File: src/rtl/iterative_divider.sv
// Multi-cycle restoring divider/remainder unit for RV32M DIV, DIVU, REM and REMU.
// One trial subtraction per cycle; fixed latency regardless of operands.
module iterative_divider #(
    parameter int unsigned BIT = 32
) (
    input  logic           clk_i,
    input  logic           rst_i,
    input  logic           start_i,
    input  logic [1:0]     op_i,
    input  logic [BIT-1:0] a_i,
    input  logic [BIT-1:0] b_i,
    output logic           busy_o,
    output logic           done_o,
    output logic [BIT-1:0] result_o
);

    localparam int unsigned CNT_W = (BIT > 1) ? $clog2(BIT) : 1;

    typedef enum logic [1:0] {
        S_IDLE = 2'd0,
        S_CALC = 2'd1,
        S_FIN  = 2'd2
    } state_e;

    state_e             state_q, state_d;
    logic [CNT_W-1:0]   cnt_q, cnt_d;
    logic [BIT-1:0]     quo_q, quo_d;
    logic [BIT-1:0]     rem_q, rem_d;
    logic [BIT-1:0]     dvs_q, dvs_d;
    logic [BIT-1:0]     a_q, a_d;
    logic               op_rem_q, op_rem_d;
    logic               neg_q_q, neg_q_d;
    logic               neg_r_q, neg_r_d;
    logic               div0_q, div0_d;
    logic               ovf_q, ovf_d;
    logic               busy_q, busy_d;
    logic               done_q, done_d;
    logic [BIT-1:0]     result_q, result_d;

    logic               signed_op;
    logic [BIT-1:0]     a_mag, b_mag;
    logic [BIT:0]       rem_sh, diff;
    logic [BIT-1:0]     quo_fix, rem_fix;

    // State and datapath registers; async reset discards any in-flight operation
    always_ff @(posedge clk_i or posedge rst_i) begin
        if (rst_i) begin
            state_q  <= S_IDLE;
            cnt_q    <= '0;
            quo_q    <= '0;
            rem_q    <= '0;
            dvs_q    <= '0;
            a_q      <= '0;
            op_rem_q <= 1'b0;
            neg_q_q  <= 1'b0;
            neg_r_q  <= 1'b0;
            div0_q   <= 1'b0;
            ovf_q    <= 1'b0;
            busy_q   <= 1'b0;
            done_q   <= 1'b0;
            result_q <= '0;
        end else begin
            state_q  <= state_d;
            cnt_q    <= cnt_d;
            quo_q    <= quo_d;
            rem_q    <= rem_d;
            dvs_q    <= dvs_d;
            a_q      <= a_d;
            op_rem_q <= op_rem_d;
            neg_q_q  <= neg_q_d;
            neg_r_q  <= neg_r_d;
            div0_q   <= div0_d;
            ovf_q    <= ovf_d;
            busy_q   <= busy_d;
            done_q   <= done_d;
            result_q <= result_d;
        end
    end

    // Next-state: operand capture, one restoring iteration per cycle, sign fix-up and result load
    always_comb begin
        state_d   = state_q;
        cnt_d     = cnt_q;
        quo_d     = quo_q;
        rem_d     = rem_q;
        dvs_d     = dvs_q;
        a_d       = a_q;
        op_rem_d  = op_rem_q;
        neg_q_d   = neg_q_q;
        neg_r_d   = neg_r_q;
        div0_d    = div0_q;
        ovf_d     = ovf_q;
        done_d    = 1'b0;
        result_d  = result_q;

        signed_op = ~op_i[0];
        a_mag     = (signed_op && a_i[BIT-1]) ? (~a_i + BIT'(1)) : a_i;
        b_mag     = (signed_op && b_i[BIT-1]) ? (~b_i + BIT'(1)) : b_i;
        rem_sh    = {rem_q, quo_q[BIT-1]};
        diff      = rem_sh - {1'b0, dvs_q};
        quo_fix   = neg_q_q ? (~quo_q + BIT'(1)) : quo_q;
        rem_fix   = neg_r_q ? (~rem_q + BIT'(1)) : rem_q;

        if (div0_q) begin
            quo_fix = '1;
            rem_fix = a_q;
        end else if (ovf_q) begin
            quo_fix = a_q;
            rem_fix = '0;
        end

        unique case (state_q)
            S_IDLE: begin
                if (start_i) begin
                    op_rem_d = op_i[1];
                    a_d      = a_i;
                    quo_d    = a_mag;
                    dvs_d    = b_mag;
                    rem_d    = '0;
                    cnt_d    = '0;
                    div0_d   = (b_i == '0);
                    ovf_d    = signed_op && (a_i == {1'b1, {(BIT-1){1'b0}}}) && (b_i == '1);
                    neg_q_d  = signed_op && (a_i[BIT-1] ^ b_i[BIT-1]) && (b_i != '0);
                    neg_r_d  = signed_op && a_i[BIT-1];
                    state_d  = S_CALC;
                end
            end
            S_CALC: begin
                if (!diff[BIT]) begin
                    rem_d = diff[BIT-1:0];
                    quo_d = {quo_q[BIT-2:0], 1'b1};
                end else begin
                    rem_d = rem_sh[BIT-1:0];
                    quo_d = {quo_q[BIT-2:0], 1'b0};
                end
                cnt_d = cnt_q + CNT_W'(1);
                if (cnt_q == CNT_W'(BIT-1)) begin
                    state_d = S_FIN;
                end
            end
            S_FIN: begin
                result_d = op_rem_q ? rem_fix : quo_fix;
                done_d   = 1'b1;
                state_d  = S_IDLE;
            end
            default: begin
                state_d = S_IDLE;
            end
        endcase

        busy_d = (state_d != S_IDLE);
    end

    assign busy_o   = busy_q;
    assign done_o   = done_q;
    assign result_o = result_q;

endmodule

File: config.mk
export PLATFORM = sky130hd
export DESIGN_NAME = iterative_divider
export DESIGN_NICKNAME = d
export VERILOG_FILES = /design/src/rtl/iterative_divider.sv
export SDC_FILE = /design/constraint.sdc
export NUM_CORES = 1
export LEC_CHECK = 0
export BUFFER_PORTS_ARGS = -buffer_cell sky130_fd_sc_hd__buf_2
export CAP_MARGIN = 20
export CORE_AREA = 2 2 206 208
export CTS_CLUSTER_SIZE = 14
export DETAILED_ROUTE_END_ITERATION = 16
export DIE_AREA = 0 0 208 210
export HOLD_SLACK_MARGIN = 0.15
export PLACE_DENSITY = 0.55
export REMOVE_ABC_BUFFERS = 1
export SLEW_MARGIN = 20
export SYNTH_ARGS = -nofsm -noshare
export SYNTH_HDL_FRONTEND = slang
export SYNTH_SLANG_ARGS = --single-unit
File: constraint.sdc
create_clock -name clk_i -period 8.6 [get_ports clk_i]
set_input_delay 2.15 -clock clk_i [delete_from_list [all_inputs] [get_ports clk_i]]
set_output_delay 2.15 -clock clk_i [all_outputs]
set_load 0.01 [all_outputs]
==> impl_metrics.json, run 1 <==
{
  "status": "completed",
  "critPathArrivalTime_ps": 4710,
  "critical_path.reg2reg.startpoint": "quo_q[31]$_DFFE_PP0P_",
  "hold_path_depth": 1,
  "critical_path.max_fanout": 5,
  "crit_path_end_kind": "flop",
  "drc_errors": 0,
  "ctsHoldBuffers": 0,
  "achievable-frequency_mhz": 228,
  "number_of_max_capacitance_violations_reported": 0,
  "via_count": 11336,
  "irDropWorstVdd_v": 0.000223,
  "post-route-cell-area_mm2": 0.0140,
  "port-buffer-count": 102,
  "worstReg2RegEnd": "rem_q[25]$_DFFE_PP0P_",
  "cts.root.buffer_cell": "sky130_fd_sc_hd__clkbuf_16",
  "per_cell_via_count_in_the_routed_design": 5.41,
  "clock_sink_count": 174,
  "number_of_iterations_in_the_first_detailed_routing_pass": 5,
  "insertedDiodeCount": 0,
  "grt_util_all_layers_pct": 18.3,
  "area_growth_pct": 13.5,
  "post-synth-top-area-fraction_pct": 35.3,
  "seqCellArea_mm2": 0.00435,
  "fp.dieH_um": 210,
  "timing_hold_violations_final": 0,
  "pin_count": 103,
  "avgRoutedWirePerCell_um": 18.9,
  "post_synth_num_cell_types": 74,
  "final_std_cells_w_o_fill": 2096,
  "grt_antenna_before_repair": 1,
  "cellInternalPower_uw": 3250,
  "synth_top_area_cell": "sky130_fd_sc_hd__dfrtp_1",
  "setup_repair_after_global_routing_missed_its_margin": "no",
  "dp_slack_ps": 3770,
  "clk_latency_ps": 470,
  "path_class": "in -> reg",
  "first_global_vias": 10964,
  "cts.path.max_buffers": 2,
  "reg2reg_slack_ps": 4410,
  "post_cts.resized_instances": 0,
  "initial_core_util_pct": 29.7,
  "detailed_place.area_mm2": 0.0133,
  "synthTopCellsByCount": "241 x sky130_fd_sc_hd__nand2_1, 174 x sky130_fd_sc_hd__dfrtp_1, 152 x sky130_fd_sc_hd__o21ai_0",
  "post-route-worst-setup-slack_ps": 4200,
  "globalRoute.totalOverflow": 0,
  "seq_power_share_pct": 26.6,
  "period_share_pct": 51.1,
  "synth-edff-count": 0,
  "postSynthRegisterBits": 174,
  "power.net_switching_uw": 2980,
  "grt_max_degree": 108,
  "power_frac_comb_pct": 59.0,
  "detail_route.iter0.violations": 747,
  "detail-route-antenna-nets": 0,
  "rows": 75,
  "multi_input_area_mm2": 0.00741,
  "critical_path.startpoint_type": "input pin",
  "power.switching_fraction_pct": 47.8,
  "slew_viol_final": 0,
  "min_period_ps": 4400,
  "finalClockSkew_ps": 18.1,
  "post_cts.repair.setup_buffers": 0,
  "holdCritStartpoint": "result_o[19]$_DFFE_PP0P_",
  "power.density_cell_area_mw_per_mm2": 445,
  "leakagePower_uw": 0.00602,
  "place_hpwl_um": 28800,
  "die_width_um": 208,
  "relSlewSlack_pct": 31.7,
  "synth-warning-count": 0,
  "synthCells": 1498,
  "synth.most_common_cell": "sky130_fd_sc_hd__nand2_1",
  "nets": 1653,
  "timing.critical_path.required_ps": 8920,
  "gp_congestion": 0.886,
  "ys.flop_type": "sky130_fd_sc_hd__dfrtp_1",
  "seq_area_frac_synth_pct": 35.3,
  "h-tree-depth": 4,
  "placedCellCount": 2063,
  "numCtsBuffers": 17,
  "whs_endpoint": "result_o[19]$_DFFE_PP0P_",
  "setup-tns-final_ps": 0,
  "clockPowerShare_pct": 14.5,
  "setup_viol": 0,
  "worstMarginPinSlew_ps": 1020,
  "average_footprint_of_a_synthesized_cell_um2": 8.23,
  "worst_r2r_path_depth": 12,
  "post_route_cells_drive_above_1_share_pct": 11.7,
  "hold_path.class": "reg -> reg",
  "grt_first_pass_wirelength_um": 63400,
  "path_clk_slew_ps": 70,
  "area_enclosed_by_the_die_boundary_mm2": 0.0437,
  "postSynth.asyncResetShare_pct": 100,
  "synth.top_cells.by_area": "sky130_fd_sc_hd__dfrtp_1 35%, sky130_fd_sc_hd__nand2_1 7.3%, sky130_fd_sc_hd__o21ai_0 6.2%",
  "drt_wl_total_um": 39700,
  "cts_tree": "yes",
  "core_area_mm2": 0.0415,
  "netlist_area_mm2": 0.0123,
  "n_fill_cell": 4346
}
## worst max path at each step
stage                     startpoint               endpoint  slack, ps  depth (start not counted)
after CTS                     a_i[2]  quo_q[28]$_DFFE_PP0P_       4250                          8
after floorplan                rst_i     a_q[0]$_DFFE_PP0P_       1730                          1
after global placement        a_i[2]  quo_q[26]$_DFFE_PP0P_       3780                          8
after global routing          b_i[0]  dvs_q[30]$_DFFE_PP0P_       4050                         11
final                         a_i[2]  quo_q[30]$_DFFE_PP0P_       4200                          8
after detailed placement      a_i[2]  quo_q[28]$_DFFE_PP0P_       3770                          8
## critical path, cell delays in order
cell                      delay, ps
sky130_fd_sc_hd__buf_2          130
sky130_fd_sc_hd__or3_1          400
sky130_fd_sc_hd__or3b_2         570
sky130_fd_sc_hd__nor3_1         610
sky130_fd_sc_hd__nand2_1        320
sky130_fd_sc_hd__o21ai_0        280
sky130_fd_sc_hd__xor2_1         160
sky130_fd_sc_hd__a21oi_1         80
## cells in the final DEF (no fill, tap or decap), types with 9 or more instances in the layout
cell / n
sky130_fd_sc_hd__o21ai_0: 152
sky130_fd_sc_hd__xor2_1: 58
sky130_fd_sc_hd__o41ai_1: 18
sky130_fd_sc_hd__a21o_1: 12
sky130_fd_sc_hd__nor2b_1: 15
sky130_fd_sc_hd__nand4_1: 10
sky130_fd_sc_hd__buf_4: 14
sky130_fd_sc_hd__a22o_1: 9
sky130_fd_sc_hd__dfrtp_1: 174
sky130_fd_sc_hd__nand2_1: 241
sky130_fd_sc_hd__buf_2: 102
sky130_fd_sc_hd__or4_1: 16
sky130_fd_sc_hd__o211ai_1: 13
sky130_fd_sc_hd__o22ai_1: 25
sky130_fd_sc_hd__ha_1: 39
sky130_fd_sc_hd__clkbuf_16: 17
sky130_fd_sc_hd__xnor2_1: 80
sky130_fd_sc_hd__nand3_1: 19
sky130_fd_sc_hd__or3_1: 24
sky130_fd_sc_hd__a22oi_1: 36
sky130_fd_sc_hd__nor3_1: 24
sky130_fd_sc_hd__nand2b_1: 15
sky130_fd_sc_hd__a31oi_1: 15
sky130_fd_sc_hd__a211oi_1: 10
sky130_fd_sc_hd__o31ai_1: 16
sky130_fd_sc_hd__a21oi_1: 100
sky130_fd_sc_hd__a221oi_1: 18
sky130_fd_sc_hd__mux2i_1: 26
sky130_fd_sc_hd__inv_1: 59
sky130_fd_sc_hd__nor2_1: 72
## layout make-up
type                       count  area share, %
timing repair buffer         118           4.70
clock inverter                14           1.56
inverter                      62           1.70
sequential                   174           31.1
clock buffer                  18           3.14
multi-input combinational   1171           53.0
tap                          539           4.82
## kinds of logic (layout without fill, tap and decap cells)
kind of cell / Yosys count / after routing / share of synthesized area, %
xor gates and xnor gates: 138 / 138 / 9.80
adders and majority gates: 40 / 40 / 4.12
buffers and inverters: 153 / 212 / 4.86
AOI/OAI and AO/OA: 476 / 476 / 24.8
DFF: 174 / 174 / 35.3
and+or+nand+nor: 486 / 486 / 18.5
muxes: 31 / 31 / 2.57
## registers in the layout (all words and copies together), names as in the netlist
register,count
div0_q,1
op_rem_q,1
neg_r_q,1
ovf_q,1
quo_q,32
dvs_q,32
result_o,32
done_o,1
cnt_q,5
a_q,32
neg_q_q,1
busy_o,1
state_q,2
rem_q,32
## through the flow
stage | hold slack, ps | total power [µW] | util, %
final | 477 | 6230 | 33.7
after global routing | 503 | 6750 | 33.7
after CTS | 481 | 6210 | 33.7
after detailed placement | 463 | 5290 | 32.1
after global placement | 457 | 5240 | 32.0
after floorplan | 445 | 4290 | -
## power by group through the flow
| stage | clock network (µW) | logic [µW] | registers (µW) |
|---|---|---|---|
| 2_1_floorplan | 0 | 2760 | 1530 |
| 3_3_place_gp | 0 | 3590 | 1650 |
| 3_5_place_dp | 0 | 3630 | 1660 |
| 4_1_cts | 913 | 3650 | 1640 |
| 5_1_grt | 945 | 4100 | 1710 |
| 6_report | 901 | 3670 | 1650 |
## metal layers
metal	share of wire (%)	global-route usage [%]
met2	46	29.1
met1	47	25.5
met5	0	0
met4	1.7	5.23
met3	5.1	3.11
Note: power is estimated with default switching activity, not from simulation.
==> run 2: changes to the inputs <==
PLACE_DENSITY = 0.57   (was 0.55)
clock period = 3.8 ns   (was 8.6 ns; I/O delays follow)
==> run 2 against run 1 <==
- die area did not move
- critical path depth up 4
- worst hold slack about the same
- clock power grew 110%
- register-to-register slack got worse by 4100 ps
- wire length grew 0.70%
- power up 130%
- via count grew 0.95%
- sequential power is 120% higher
- cell count rose by 0.67%
==> impl_metrics.json, run 2 (synthesis results as in run 1) <==
{
  "cts.root.buffer_cell": "sky130_fd_sc_hd__clkbuf_16",
  "period_share_pct": 91.5,
  "gp_congestion": 0.903,
  "finalClockSkew_ps": 14.2,
  "final_std_cells_w_o_fill": 2110,
  "area_enclosed_by_the_die_boundary_mm2": 0.0437,
  "nets": 1666,
  "worstReg2RegEnd": "rem_q[0]$_DFFE_PP0P_",
  "whs_endpoint": "result_o[10]$_DFFE_PP0P_",
  "n_fill_cell": 4378,
  "post_route_cells_drive_above_1_share_pct": 12.4,
  "critical_path.startpoint_type": "flop",
  "via_count": 11444,
  "crit_path_end_kind": "flop",
  "place_hpwl_um": 29400,
  "numCtsBuffers": 17,
  "power.density_cell_area_mw_per_mm2": 1000,
  "rows": 75,
  "cts.path.max_buffers": 2,
  "number_of_max_capacitance_violations_reported": 0,
  "clock_sink_count": 174,
  "cts_tree": "yes",
  "seqCellArea_mm2": 0.00435,
  "layout_commonest_cell": "sky130_fd_sc_hd__nand2_1",
  "h-tree-depth": 4,
  "avgRoutedWirePerCell_um": 18.9,
  "final.hold.worst_slack_ps": 477,
  "total_power_uw": 14100,
  "path_class": "reg -> reg",
  "worstMarginPinSlew_ps": 1100,
  "grt_util_all_layers_pct": 18.1,
  "pin_count": 103,
  "fp.dieH_um": 210,
  "post_cts.repair.setup_buffers": 0,
  "drc_errors": 0,
  "number_of_iterations_in_the_first_detailed_routing_pass": 6,
  "critPathArrivalTime_ps": 3840,
  "hold_path.class": "reg -> reg",
  "grt_antenna_before_repair": 0,
  "setup_viol": 0,
  "placedCellCount": 2077,
  "die_width_um": 208,
  "core_area_mm2": 0.0415,
  "setup.worst_path.start": "quo_q[31]$_DFFE_PP0P_",
  "post-route-cell-area_mm2": 0.0140,
  "initial_core_util_pct": 29.7,
  "irDropWorstVdd_v": 0.000606,
  "achievable-frequency_mhz": 288,
  "path_clk_slew_ps": 70,
  "setup_repair_after_global_routing_missed_its_margin": "no",
  "reg2reg_slack_ps": 320,
  "holdCritStartpoint": "result_o[10]$_DFFE_PP0P_",
  "clk_latency_ps": 460,
  "first_global_vias": 11019,
  "multi_input_area_mm2": 0.00741,
  "area_growth_pct": 13.9,
  "critical_path.max_fanout": 39,
  "timing.critical_path.required_ps": 4170,
  "grt_first_pass_wirelength_um": 62700,
  "hold_path_depth": 2,
  "worst_r2r_path_depth": 12,
  "globalRoute.totalOverflow": 0,
  "detail_route.iter0.violations": 871,
  "relSlewSlack_pct": 26.6,
  "port-buffer-count": 102,
  "ctsHoldBuffers": 0,
  "post_cts.resized_instances": 0,
  "timing_hold_violations_final": 0,
  "grt_max_degree": 83,
  "detailed_place.area_mm2": 0.0134,
  "min_period_ps": 3480,
  "layout_common_cells": "241 x sky130_fd_sc_hd__nand2_1, 174 x sky130_fd_sc_hd__dfrtp_1, 152 x sky130_fd_sc_hd__o21ai_0",
  "leakagePower_uw": 0.00605,
  "drt_wl_total_um": 40000,
  "detail-route-antenna-nets": 0,
  "post-route-worst-setup-slack_ps": 324,
  "critical_path.reg2reg.startpoint": "quo_q[31]$_DFFE_PP0P_",
  "per_cell_via_count_in_the_routed_design": 5.42,
  "status": "completed",
  "dp_slack_ps": 248,
  "slew_viol_final": 0
}
==> run 2: layer usage <==
layer	wire, µm	part of all wire, %	global-route usage (%)	vias to the layer above
met1	19000	47	25.4	5553
li1	-	-	-	5501
met2	18400	46	29.2	355
met5	0	0	0	-
met4	527	1.3	4.65	0
met3	2120	5.3	2.85	35
==> run 2: worst max-delay path: stages (launching register included) <==
cell and delay [ps]:
sky130_fd_sc_hd__dfrtp_1 400, sky130_fd_sc_hd__inv_1 90, sky130_fd_sc_hd__ha_1 220, sky130_fd_sc_hd__fa_1 410, sky130_fd_sc_hd__nor2b_1 170, sky130_fd_sc_hd__o2111ai_1 180, sky130_fd_sc_hd__a211oi_1 360, sky130_fd_sc_hd__o31ai_1 230
sky130_fd_sc_hd__o21a_1 270, sky130_fd_sc_hd__o211ai_1 280, sky130_fd_sc_hd__buf_12 280, sky130_fd_sc_hd__mux2_2 370, sky130_fd_sc_hd__o22ai_1 110
==> run 2: how the worst max path moves through the flow <==
stage | end | slack, ps
3_3_place_gp | dvs_q[28]$_DFFE_PP0P_ | 310
4_1_cts | rem_q[0]$_DFFE_PP0P_ | 300
3_5_place_dp | dvs_q[30]$_DFFE_PP0P_ | 250
2_1_floorplan | a_q[0]$_DFFE_PP0P_ | -1870
5_1_grt | rem_q[1]$_DFFE_PP0P_ | 90
6_report | rem_q[0]$_DFFE_PP0P_ | 320
==> run 2: per-stage QoR <==
stage	TNS (ps)	utilization [%]
after CTS	0	33.9
after floorplan	-355530	-
final	0	33.9
after global routing	0	33.9
after global placement	0	32.4
after detailed placement	0	32.4
==> run 2: report_power, final <==
group          total [µW]  switching, µW  internal [µW]
combinational        8500           4880           3620
clock                1860            871            992
sequential           3700           1020           2680
total               14100           6760           7300
==> run 2: layout make-up <==
cell class	instances	area share (%)
multi-input combinational	1171	52.8
sequential	174	31.0
timing repair buffer	131	5.45
tap	539	4.80
clock buffer	17	3.03
inverter	62	1.69
clock inverter	15	1.25
antenna	1	0.0178
==> run 3: changes to the inputs <==
PLACE_DENSITY = 0.55   (was 0.57)
clock period = 4.5 ns   (was 3.8 ns; I/O delays follow)
==> run 3 against run 2 <==
- power down 17%
- worst hold slack about the same
- critical path type unchanged
- largest cell class unchanged
- register-to-register slack better by 610 ps
- combinational power down 17%
- clock skew about the same
- via count down 0.55%
- design area down 0.99%
- sequential share of layout area up 0.31 points
- largest power group unchanged
==> impl_metrics.json, run 3 (synthesis results as in run 1) <==
{
  "status": "completed",
  "worstReg2RegEnd": "rem_q[1]$_DFFE_PP0P_",
  "placedCellCount": 2067,
  "core_area_mm2": 0.0415,
  "detail_route.iter0.violations": 830,
  "setup.worst_path.start": "quo_q[31]$_DFFE_PP0P_",
  "reg2reg_slack_ps": 940,
  "grt_max_degree": 99,
  "cts.path.max_buffers": 2,
  "setup_viol": 0,
  "slew_viol_final": 0,
  "worst_r2r_path_depth": 13,
  "critical_path.startpoint_type": "flop",
  "numCtsBuffers": 17,
  "irDropWorstVdd_v": 0.000539,
  "drt_wl_total_um": 40100,
  "final_std_cells_w_o_fill": 2100,
  "per_cell_via_count_in_the_routed_design": 5.42,
  "relSlewSlack_pct": 28.7,
  "grt_antenna_before_repair": 1,
  "crit_path_end_kind": "flop",
  "via_count": 11381,
  "fp.dieH_um": 210,
  "post-route-util_pct": 33.5,
  "die_width_um": 208,
  "area_growth_pct": 12.8,
  "initial_core_util_pct": 29.7,
  "post_route_cells_drive_above_1_share_pct": 11.7,
  "area_enclosed_by_the_die_boundary_mm2": 0.0437,
  "hold_path.class": "reg -> reg",
  "clock_sink_count": 174,
  "setup_repair_after_global_routing_missed_its_margin": "no",
  "timing_hold_violations_final": 0,
  "min_period_ps": 3560,
  "number_of_max_capacitance_violations_reported": 0,
  "path_clk_slew_ps": 80,
  "pin_count": 103,
  "rows": 75,
  "post_cts.repair.setup_buffers": 0,
  "drc_errors": 0,
  "crit_path_cell_trace": "inv_1, ha_1, fa_1, nor2b_1, o2111ai_1, a211oi_1, o31ai_1, buf_4, o21a_1, o211ai_1, buf_12, mux2_2, o22ai_1",
  "cts.root.buffer_cell": "sky130_fd_sc_hd__clkbuf_16",
  "place_hpwl_um": 29400,
  "first_global_vias": 10946,
  "critPathArrivalTime_ps": 3930,
  "clk_latency_ps": 460,
  "path_class": "reg -> reg",
  "leakagePower_uw": 0.00596,
  "layout_commonest_cell": "sky130_fd_sc_hd__nand2_1",
  "worstMarginPinSlew_ps": 1070,
  "nets": 1656,
  "grt_first_pass_wirelength_um": 63700,
  "critical_path.max_fanout": 38,
  "post_cts.resized_instances": 0,
  "number_of_iterations_in_the_first_detailed_routing_pass": 5,
  "avgRoutedWirePerCell_um": 19.1,
  "period_share_pct": 79.2,
  "achievable-frequency_mhz": 281,
  "globalRoute.totalOverflow": 0,
  "detail-route-antenna-nets": 0,
  "power.density_cell_area_mw_per_mm2": 841,
  "port-buffer-count": 102,
  "h-tree-depth": 4,
  "critical_path.reg2reg.startpoint": "quo_q[31]$_DFFE_PP0P_",
  "grt_util_all_layers_pct": 18.5,
  "layout_common_cells": "240 x sky130_fd_sc_hd__nand2_1, 174 x sky130_fd_sc_hd__dfrtp_1, 152 x sky130_fd_sc_hd__o21ai_0",
  "timing.critical_path.required_ps": 4860,
  "worst_path_largest_cell_delay_ps": 410,
  "critical-path-slowest-cell": "sky130_fd_sc_hd__fa_1",
  "cts_tree": "yes",
  "ctsHoldBuffers": 0,
  "finalClockSkew_ps": 14.7,
  "timing.critical_path.to": "rem_q[1]$_DFFE_PP0P_",
  "gp_congestion": 0.904
}
==> run 3: cell count changes in the layout (fill, tap and decap cells not counted), sizes merged <==
cell and delta:
clkbuf +5, inv -3, buf -10, bufinv -2
==> run 3: final cells by class <==
type,instances,area (µm²)
inverter,62,238
clock buffer,22,454
antenna,1,2.50
tap,539,674
clock inverter,10,80.1
sequential,174,4350
fill,4419,27600
timing repair buffer,121,691
multi-input combinational,1171,7410
==> run 3: worst min-delay path by stage <==
stage / start / endpoint / cells past startpoint
finish: a_q[30]$_DFFE_PP0P_ / a_q[30]$_DFFE_PP0P_ / 2
global route: a_q[17]$_DFFE_PP0P_ / a_q[17]$_DFFE_PP0P_ / 2
CTS: a_q[11]$_DFFE_PP0P_ / a_q[11]$_DFFE_PP0P_ / 2
detailed placement: a_q[11]$_DFFE_PP0P_ / a_q[11]$_DFFE_PP0P_ / 2
global placement: a_q[11]$_DFFE_PP0P_ / a_q[11]$_DFFE_PP0P_ / 2
floorplan: a_q[14]$_DFFE_PP0P_ / a_q[14]$_DFFE_PP0P_ / 2
==> run 3: where the power goes <==
group | total, µW | switching (µW) | internal [µW]
combinational | 7070 | 4040 | 3030
sequential | 3190 | 923 | 2270
clock | 1440 | 709 | 729
total | 11700 | 5670 | 6020
==> run 3: critical path, delay by kind of cell, from the launching register on <==
| family | cells | cell delay, ps |
|---|---|---|
| and+or+nand+nor | 1 | 170 |
| AOI/OAI and AO/OA | 6 | 1340 |
| adders and majority gates | 2 | 630 |
| buffers and inverters | 3 | 540 |
| DFF | 1 | 390 |
| muxes | 1 | 360 |
==> run 3: layer usage <==
| metal | vias to the layer above | routed length (µm) | GRT usage, % |
|---|---|---|---|
| met5 | - | 0 | 0 |
| met4 | 0 | 762 | 5.21 |
| met3 | 50 | 2170 | 3.55 |
| met2 | 315 | 18400 | 29.2 |
| met1 | 5536 | 18900 | 25.7 |
| li1 | 5480 | - | - |
==> run 3: metrics by stage <==
step	hold WS (ps)	setup WS [ps]	power, µW	setup TNS, ps	cell area, µm²
floorplan	445	-1340	8190	-241080	12000
CTS	480	912	11700	0	13900
finish	477	936	11700	0	13900
global placement	458	760	10100	0	13400
detailed placement	462	758	10200	0	13400
global route	497	683	12700	0	13900
